## src/rtl/cpu_regfile.sv

```systemverilog
// cpu_regfile: eight-entry register file sitting behind the CPU control unit.
// R0 doubles as the program counter and is exported on pc. Three operand
// buses (BUSA/BUSB/BUSC) are formed combinationally as the OR of every
// register whose drive enable is set. Sticky error flags record illegal
// control encodings: multiple simultaneous writes, and more than one driver
// enabled on any bus.
//
// Optional build macro: REGFILE_DEBUG_EN
//   Adds a debug read port (dbg_sel/dbg_data) and a 16-bit counter of
//   successful single-register writes (dbg_wr_cnt).
module cpu_regfile #(
    parameter int                WIDTH    = 16,
    parameter logic [WIDTH-1:0]  PC_RESET = {WIDTH{1'b0}}
) (
    input  logic              clk,
    input  logic              reset,
    input  logic [7:0]        write_en,
    input  logic [23:0]       output_en,
    input  logic [WIDTH-1:0]  reg_in,
    input  logic              err_clr,
    output logic [WIDTH-1:0]  bus_a,
    output logic [WIDTH-1:0]  bus_b,
    output logic [WIDTH-1:0]  bus_c,
    output logic [WIDTH-1:0]  pc,
    output logic [3:0]        err
`ifdef REGFILE_DEBUG_EN
    ,
    input  logic [2:0]        dbg_sel,
    output logic [WIDTH-1:0]  dbg_data,
    output logic [15:0]       dbg_wr_cnt
`endif
);

    localparam int NREGS = 8;

    // Register storage and its next-state image.
    logic [WIDTH-1:0] r_q [NREGS];
    logic [WIDTH-1:0] r_d [NREGS];

    // Sticky error flags {multi_write, c_conflict, b_conflict, a_conflict}.
    logic [3:0] err_q;
    logic [3:0] err_d;

    // Per-bus enable vectors, regrouped from the interleaved output_en.
    logic [NREGS-1:0] en_a;
    logic [NREGS-1:0] en_b;
    logic [NREGS-1:0] en_c;

    // Per-register contributions to each bus (zero when not enabled).
    logic [WIDTH-1:0] term_a [NREGS];
    logic [WIDTH-1:0] term_b [NREGS];
    logic [WIDTH-1:0] term_c [NREGS];

    // Control decode.
    logic multi_write;
    logic single_write;
    logic conflict_a;
    logic conflict_b;
    logic conflict_c;

    // Clearing the lowest set bit leaves something only if two or more bits
    // were set; this avoids a full popcount for the ">= 2" tests.
    assign multi_write  = |(write_en & (write_en - 8'd1));
    assign single_write = (write_en != 8'd0) && !multi_write;
    assign conflict_a   = |(en_a & (en_a - 8'd1));
    assign conflict_b   = |(en_b & (en_b - 8'd1));
    assign conflict_c   = |(en_c & (en_c - 8'd1));

    genvar gi;
    generate
        for (gi = 0; gi < NREGS; gi++) begin : g_bus_sel
            // output_en bit 3i drives BUSA, 3i+1 BUSB, 3i+2 BUSC.
            assign en_a[gi]   = output_en[3*gi];
            assign en_b[gi]   = output_en[3*gi+1];
            assign en_c[gi]   = output_en[3*gi+2];
            assign term_a[gi] = en_a[gi] ? r_q[gi] : {WIDTH{1'b0}};
            assign term_b[gi] = en_b[gi] ? r_q[gi] : {WIDTH{1'b0}};
            assign term_c[gi] = en_c[gi] ? r_q[gi] : {WIDTH{1'b0}};
        end
    endgenerate

    // Wired-OR bus model: every enabled register contributes its bits.
    always_comb begin
        bus_a = {WIDTH{1'b0}};
        bus_b = {WIDTH{1'b0}};
        bus_c = {WIDTH{1'b0}};
        for (int i = 0; i < NREGS; i++) begin
            bus_a = bus_a | term_a[i];
            bus_b = bus_b | term_b[i];
            bus_c = bus_c | term_c[i];
        end
    end

    // Next register contents: only a clean one-hot write updates anything.
    always_comb begin
        for (int i = 0; i < NREGS; i++) begin
            r_d[i] = r_q[i];
        end
        if (single_write) begin
            for (int i = 0; i < NREGS; i++) begin
                if (write_en[i]) begin
                    r_d[i] = reg_in;
                end
            end
        end
    end

    // Next error flags: clear first, then OR in new errors so a set wins.
    always_comb begin
        err_d = err_clr ? 4'b0000 : err_q;
        err_d = err_d | {multi_write, conflict_c, conflict_b, conflict_a};
    end

    // State update with immediate reset to the power-on contents.
    always_ff @(posedge clk or posedge reset) begin
        if (reset) begin
            r_q[0] <= PC_RESET;
            for (int i = 1; i < NREGS; i++) begin
                r_q[i] <= {WIDTH{1'b0}};
            end
            err_q <= 4'b0000;
        end else begin
            for (int i = 0; i < NREGS; i++) begin
                r_q[i] <= r_d[i];
            end
            err_q <= err_d;
        end
    end

    // No bypass: pc and the buses always reflect the stored values.
    assign pc  = r_q[0];
    assign err = err_q;

`ifdef REGFILE_DEBUG_EN
    logic [15:0] wr_cnt_q;
    logic [15:0] wr_cnt_d;

    // Count accepted writes; wraps naturally at 16 bits.
    always_comb begin
        wr_cnt_d = wr_cnt_q;
        if (single_write) begin
            wr_cnt_d = wr_cnt_q + 16'd1;
        end
    end

    // Counter register; independent of err_clr.
    always_ff @(posedge clk or posedge reset) begin
        if (reset) begin
            wr_cnt_q <= 16'd0;
        end else begin
            wr_cnt_q <= wr_cnt_d;
        end
    end

    assign dbg_data   = r_q[dbg_sel];
    assign dbg_wr_cnt = wr_cnt_q;
`endif

endmodule

```

## config.mk

```make
export PLATFORM = sky130hd
export DESIGN_NAME = cpu_regfile
export DESIGN_NICKNAME = d
export VERILOG_FILES = /design/src/rtl/cpu_regfile.sv
export SDC_FILE = /design/constraint.sdc
export NUM_CORES = 1
export LEC_CHECK = 0
export BUFFER_PORTS_ARGS = -buffer_cell sky130_fd_sc_hd__buf_2
export CAP_MARGIN = 40
export CORE_ASPECT_RATIO = 0.9
export CORE_MARGIN = 2
export CORE_UTILIZATION = 52
export DETAILED_ROUTE_END_ITERATION = 6
export PLACE_DENSITY = 0.77
export SYNTH_ARGS = -nofsm -noshare
export SYNTH_HDL_FRONTEND = slang
export SYNTH_SLANG_ARGS = --single-unit
```

## constraint.sdc

```tcl
create_clock -name clk -period 4.4 [get_ports clk]
set_input_delay 0.88 -clock clk [delete_from_list [all_inputs] [get_ports clk]]
set_output_delay 0.88 -clock clk [all_outputs]
set_load 0.01 [all_outputs]
```

== Word-level counts from Yosys, hierarchy flattened ==
Index checks and enable logic that the tools add are counted.
Word-level totals
  register bits after elaboration: 132
  logic and storage cells: 79
Operators by class
  add/subtract/negate cells: 4
  multiplexer cells: 25
  bitwise gates (word level): 26
  reduce and logical (&&, ||, !) cells: 15
Operators with widths (count)
  16-bit two-way mux: 24
  16-bit OR: 21
  8-bit bitwise AND: 4
  8-bit OR reduction: 4
  8-bit by 1-bit subtractor with 8-bit output (second input constant): 4
  2-bit AND reduction: 8
  8-bit nonzero test: 1
  4-bit two-way mux: 1
  4-bit OR: 1
  1-bit logical AND: 1
  1-bit logical NOT: 1

== Logic depth before layout (Yosys ltp) ==
Gate-level depths: netlist (run 1).
  depth in word-level cells: 8
  mapped depth: 5
  depth with buffers taken out: 4

== Worst setup path after synthesis (run 1) ==
No wires, ideal clock.
  kind: input -> output
  from: in output_en[0]
  to: out bus_a[14]
  arrival time: 1.709 ns
  data required time: 3.520 ns
  slack: 1.811 ns
  stages: 4
  path buffers: 2
  cells stage by stage: clkbuf_1 -> buf_1 -> a22oi_1 -> nand4_1
Between the ends
  longest elaborated chain between the ends: 8
Ends and longest elaborated chain
  from (decl): RTL line 18  | input logic [23:0] output_en,
  16-bit two-way mux: RTL line 76  | assign term_a[gi] = en_a[gi] ? r_q[gi] : {WIDTH{1'b0}};
  16-bit OR (7 in a row): RTL line 88  | bus_a = bus_a | term_a[i];
  to (decl): RTL line 21  | output logic [WIDTH-1:0] bus_a,
No other way between the ends.

== Worst setup path after layout (run 1) ==
  from: in output_en[1]
  to: out bus_b[11]
Between the ends
  longest elaborated chain between the ends: 8
Ends and longest elaborated chain
  16-bit two-way mux: RTL line 77  | assign term_b[gi] = en_b[gi] ? r_q[gi] : {WIDTH{1'b0}};
  16-bit OR (7 in a row): RTL line 89  | bus_b = bus_b | term_b[i];
  to (decl): RTL line 22  | output logic [WIDTH-1:0] bus_b,
No other way between the ends.

==> flow_summary.ini, run 1 <==
[floorplan]
die_height_um = 117
dieWidth_um = 130
initial_utilization_pct = 53.0
dieArea_um2 = 15200
core.rowCount = 41
top_level_ports = 119
fp.coreArea_um2 = 14000

[global_route]
global_route_wire_length_before_repair_um = 38200
first_global_vias = 6641
grt_antenna_before_repair = 0
grtUsageTotal_pct = 33.3
grt_start_max_net_pins = 133
total_gr_overflow = 0

[detailed_routing]
drt-initial-drc-count = 1102
routed-via-count = 6756
routed_wirelength_normalized_by_instance_count_um = 28.4
route.final.wire_length_um = 25600
routed_via_density = 7.49
detail_route.drc_violations = 0
final_antenna_net_count = 0
drt-pass1-iter-count = 6

[clock_network]
cts_tree = yes
clock_path_buffers = 2
postCtsHoldBufs = 0
cts_root_buf = sky130_fd_sc_hd__clkbuf_16
cts-resized-gates = 0
cts.sink_count = 132
clock_latency_ns = 0.42
ctsHtreeMaxLevel = 4
postCtsSetupRepairBufs = 0
cts.clk_slew.worst_paths_ns = 0.05
numCtsBuffers = 17

[sta]
timing.setup.tns_ns = 0
max_freq_mhz = 356
final-max-slew-violation-count = 0
final_min_period_over_clock_period_pct = 63.8
setup_violations = 0
slew_headroom_pct = 52.2
period_needed_ns = 2.81
worst-slew-pin-transition_ns = 0.716
hold_violations = 0
rsz_0062_raised_after_global_routing = no
worst_clock_skew_ns = 0

[final_layout]
multi_input_area_um2 = 3750
final-seq-area_um2 = 3300
areaGrowthSynthToFinish_pct = 14.6
num-nets-final = 748
final_layout_size_suffix_gt1_share_pct = 40.5
final.fill_count = 1077
number_of_antenna_repair_diodes = 0

[power]
power.share.switching_pct = 30.0
pwr_density_cell_nw_per_um2 = 409
power.share.sequential_pct = 41.2
static-leakage-power_nw = 4.02
post-layout-total-power_w = 0.00348
p_clk_share_pct = 38.5
worst_ir_drop_vdd_mv = 0.314
power.net_switching_w = 0.00104
share_comb_of_total_power_pct = 20.3
power_report.internal_total_w = 0.00244

[critical_path]
path_class = in2out
crit_arrival_ns = 1.93
critical_path_required_ns = 3.52
critical_path.max_fanout = 19
startpoint_types = input port
critPathCaptureType = output port

[yosys]
warnings_synthesis = 0
syn-mean-instance-area_um2 = 11.8
postSynthNetCount = 678
async_flop_share_pct = 100
synth-seq-area-share_pct = 44.5
synth-edff-count = 0
post_synth_instance_area_um2 = 7420
cell_variety_after_synth = 32
synth_ff_type = sky130_fd_sc_hd__dfrtp_1
postSynthRegisterBits = 132
number_of_standard_cells_after_synthesis = 627

[placement]
place_congestion = 0.926
detailed_place_hpwl_um = 14700
port-buffer-count = 118

[flow_run]
max-cap-violations = 0

[outcome]
status = finished clean

[min_path]
min_path_type = reg2reg
[final timing paths]
| check | startpoint | to | slack (ns) | cells after the start |
|---|---|---|---|---|
| max | output_en[1] | bus_b[11] | 1.59 | 4 |
| min | err[2] | err[2] | 0.56 | 1 |
| max reg2reg | err[1] | err[1] | 3.40 | 2 |
| min reg2reg | err[2] | err[2] | 0.56 | 1 |
| max in group asynchronous | reset | r_q[23] | 3.21 | 3 |
| min in group asynchronous | reset | r_q[58] | 0.66 | 3 |
[power by group through the flow]
stage / logic [W] / clock network, W / registers [W]
after global placement: 0.000670 / 0 / 0.00143
after global routing: 0.000751 / 0.00141 / 0.00144
after CTS: 0.000694 / 0.00135 / 0.00142
final: 0.000708 / 0.00134 / 0.00143
after detailed placement: 0.000689 / 0 / 0.00144
after floorplan: 0.000438 / 0 / 0.00141
[layout make-up]
class                      count  area share (%)
timing repair buffer         123            7.62
clock inverter                12            1.35
tap                          193            2.84
inverter                       3           0.177
multi-input combinational    420            44.1
sequential                   132            38.9
clock buffer                  19            5.09
[sequential cells by signal, indices dropped and copies added (netlist names)]
signal / cells
r_q: 112
pc: 16
err: 4
[cell usage in the layout, fill, tap and decap left out, drive strengths merged, types with 3 or more instances in the layout]
cell | Yosys | routed
a2111oi | 5 | 5
or4 | 3 | 3
mux2 | 128 | 128
maj3 | 3 | 3
clkinv | 0 | 8
nor3 | 7 | 7
nor2 | 10 | 10
a22oi | 193 | 193
o211ai | 3 | 3
nand4 | 48 | 48
buf | 29 | 123
clkinvlp | 0 | 3
nor4 | 4 | 4
clkbuf | 43 | 19
nand3b | 4 | 4
dfrtp | 132 | 132
[per-stage QoR]
| step | hold WS, ns | area [um2] | cells | setup slack (ns) | util [%] |
|---|---|---|---|---|---|
| 2_1_floorplan | 0.511 | 7420 | 627 | 1.81 | - |
| 3_3_place_gp | 0.522 | 7940 | 870 | 1.65 | 56.7 |
| 3_5_place_dp | 0.529 | 7950 | 871 | 1.61 | 56.8 |
| 4_1_cts | 0.542 | 8500 | 902 | 1.69 | 60.7 |
| 5_1_grt | 0.545 | 8500 | 902 | 1.61 | 60.7 |
| 6_report | 0.557 | 8500 | 902 | 1.59 | 60.7 |
[cells in the mapped netlist, types with 4 or more instances]
library cell / n / area, um2
sky130_fd_sc_hd__buf_1: 9 / 33.8
sky130_fd_sc_hd__dfrtp_1: 132 / 3300
sky130_fd_sc_hd__mux2_2: 88 / 991
sky130_fd_sc_hd__nor2_1: 10 / 37.5
sky130_fd_sc_hd__nand3b_4: 4 / 80.1
sky130_fd_sc_hd__buf_4: 16 / 120
sky130_fd_sc_hd__nor3_1: 6 / 30.0
sky130_fd_sc_hd__mux2_4: 38 / 571
sky130_fd_sc_hd__buf_6: 4 / 45.0
sky130_fd_sc_hd__clkbuf_1: 43 / 161
sky130_fd_sc_hd__nand4_1: 48 / 300
sky130_fd_sc_hd__a22oi_1: 193 / 1450
sky130_fd_sc_hd__a2111oi_0: 5 / 43.8
[worst max-delay path: stages]
cell and delay, ns:
sky130_fd_sc_hd__buf_2 0.47, sky130_fd_sc_hd__a22oi_1 0.22, sky130_fd_sc_hd__nand4_1 0.19, sky130_fd_sc_hd__buf_2 0.15
[routing by layer]
metal	up-vias	routed length (um)	GRT usage [%]
li1	2670	-	-
met1	3287	9720	46.1
met2	662	11200	46.9
met3	137	3660	12.1
met4	0	1050	14.5
met5	-	0	0
[cells by family (layout without fill, tap and decap cells)]
logic type      after synthesis  count (layout)  share of synthesized area (%)
compound gates              206             206                           21.0
fa+ha+maj                     3               3                          0.405
buf+inv                      75             157                           5.01
flops                       132             132                           44.5
mux                         128             128                           21.3
simple gates                 83              83                           7.76
No activity file was read; power rests on OpenSTA's default activity.
==> inputs of run 2 (changes only) <==
clock period = 2.5 ns   (was 4.4 ns; I/O delays follow)
==> flow_summary.ini, run 2 (synthesis results as in run 1) <==
[outcome]
status = finished, violations left
failed_checks = design-rule violations

[global_route]
grt_antenna_before_repair = 0
global_route_wire_length_before_repair_um = 39500
first_global_vias = 6709
total_gr_overflow = 0
grt_start_max_net_pins = 133
grtUsageTotal_pct = 34.8

[critical_path]
critPathCaptureType = output port
crit_arrival_ns = 1.57
critical_path_required_ns = 2.00
startpoint_types = input port
path_class = in2out
critical_path.max_fanout = 18

[final_layout]
final_layout_size_suffix_gt1_share_pct = 41.7
layout.cells.most_common = sky130_fd_sc_hd__a22oi_1
num-nets-final = 759
instances_no_fill = 913
registers.top_by_ff_count = r_q
final.fill_count = 1062
areaGrowthSynthToFinish_pct = 16.8
largest_register_ff_count = 112
number_of_antenna_repair_diodes = 0
final_cell_mix = 193 x sky130_fd_sc_hd__a22oi_1, 132 x sky130_fd_sc_hd__dfrtp_1, 118 x sky130_fd_sc_hd__buf_2

[detailed_routing]
detail_route.drc_violations = 45
drt-initial-drc-count = 1311
routed-via-count = 6853
final_antenna_net_count = 0
routed_via_density = 7.51
met2_wirelength_um = 11500
route.layer.met1.wl_um = 10100
routed_wirelength_normalized_by_instance_count_um = 29.1
drt-pass1-iter-count = 7
met3_wirelength_um = 3960
route.final.wire_length_um = 26600
maxUsedRoutingLayer = met4

[sta]
final-max-slew-violation-count = 0
max_freq_mhz = 483
rsz_0062_raised_after_global_routing = no
worst-slew-pin-transition_ns = 0.783
worst_clock_skew_ns = 0
slew_headroom_pct = 47.8
hold_violations = 0
final_min_period_over_clock_period_pct = 82.9
period_needed_ns = 2.07
timing.setup.tns_ns = 0
setup_violations = 0

[placement]
port-buffer-count = 118
place_congestion = 0.890
detailed_place_hpwl_um = 15100
placed_cells_incl_taps = 882

[power]
pwr_density_cell_nw_per_um2 = 750
static-leakage-power_nw = 4.11
worst_ir_drop_vdd_mv = 0.621

[clock_network]
numCtsBuffers = 17
cts-resized-gates = 0
cts.clk_slew.worst_paths_ns = 0.05
cts_tree = yes
ctsHtreeMaxLevel = 4
cts.sink_count = 132
postCtsSetupRepairBufs = 0
clock_path_buffers = 2
postCtsHoldBufs = 0
cts_root_buf = sky130_fd_sc_hd__clkbuf_16
clock_latency_ns = 0.42

[min_path]
min_path_type = in2async

[floorplan]
top_level_ports = 119
dieWidth_um = 130
die_height_um = 117
core.rowCount = 41
dieArea_um2 = 15200
fp.coreArea_um2 = 14000
initial_utilization_pct = 53.0

[flow_run]
max-cap-violations = 0
## run 2: changes by cell type in the layout (fill, tap and decap cells not counted)
cell | previous run | this run
sky130_fd_sc_hd__clkbuf_1 | 2 | 0
sky130_fd_sc_hd__buf_8 | 1 | 0
sky130_fd_sc_hd__clkinv_4 | 0 | 3
sky130_fd_sc_hd__bufinv_16 | 2 | 5
sky130_fd_sc_hd__buf_4 | 3 | 15
sky130_fd_sc_hd__clkinv_2 | 8 | 4
## run 2: layout make-up
class,count,area (um2),share of cell area [%]
inverter,3,15.0,0.173
sequential,132,3300,38.1
clock inverter,14,211,2.44
tap,193,241,2.79
clock buffer,17,425,4.91
multi-input combinational,420,3750,43.2
timing repair buffer,134,723,8.35
## run 2: worst max-delay path: stages
cell and delay (ns):
sky130_fd_sc_hd__buf_2 0.50, sky130_fd_sc_hd__a22oi_1 0.24, sky130_fd_sc_hd__nand4_1 0.17, sky130_fd_sc_hd__buf_2 0.15
## run 2: where the power goes
part	internal (W)	total [W]	switching, W
Combinational	0.000547	0.00127	0.000721
Clock	0.00176	0.00271	0.000950
Sequential	0.00231	0.00252	0.000213
## run 2: layer usage
metal  up-vias  track usage [%]
li1       2684                -
met1      3373             47.3
met2       669             49.0
met3       127             14.6
met4         0             14.4
met5         -                0
## run 2: worst paths after layout
kind	from	end	slack, ns	depth (start not counted)
worst max-delay path	output_en[5]	bus_c[5]	0.43	4
worst min-delay path	reset	r_q[58]	0.20	3
worst max register to register	err[1]	err[1]	1.51	2
worst min register to register	err[2]	err[2]	0.54	1
max in group asynchronous	reset	r_q[94]	1.66	3
min in group clk	reg_in[14]	r_q[94]	0.40	2
## run 2: metrics by stage
step	setup WS [ns]	util, %	cell area, um2	total power (W)	hold WS (ns)
after detailed placement	0.151	57.3	8030	0.00377	0.530
after global routing	0.474	61.9	8670	0.00670	0.328
after CTS	0.546	61.9	8670	0.00647	0.324
final	0.428	61.9	8670	0.00650	0.202
after global placement	0.215	57.3	8030	0.00372	0.510
after floorplan	0.363	-	7420	0.00325	0.511
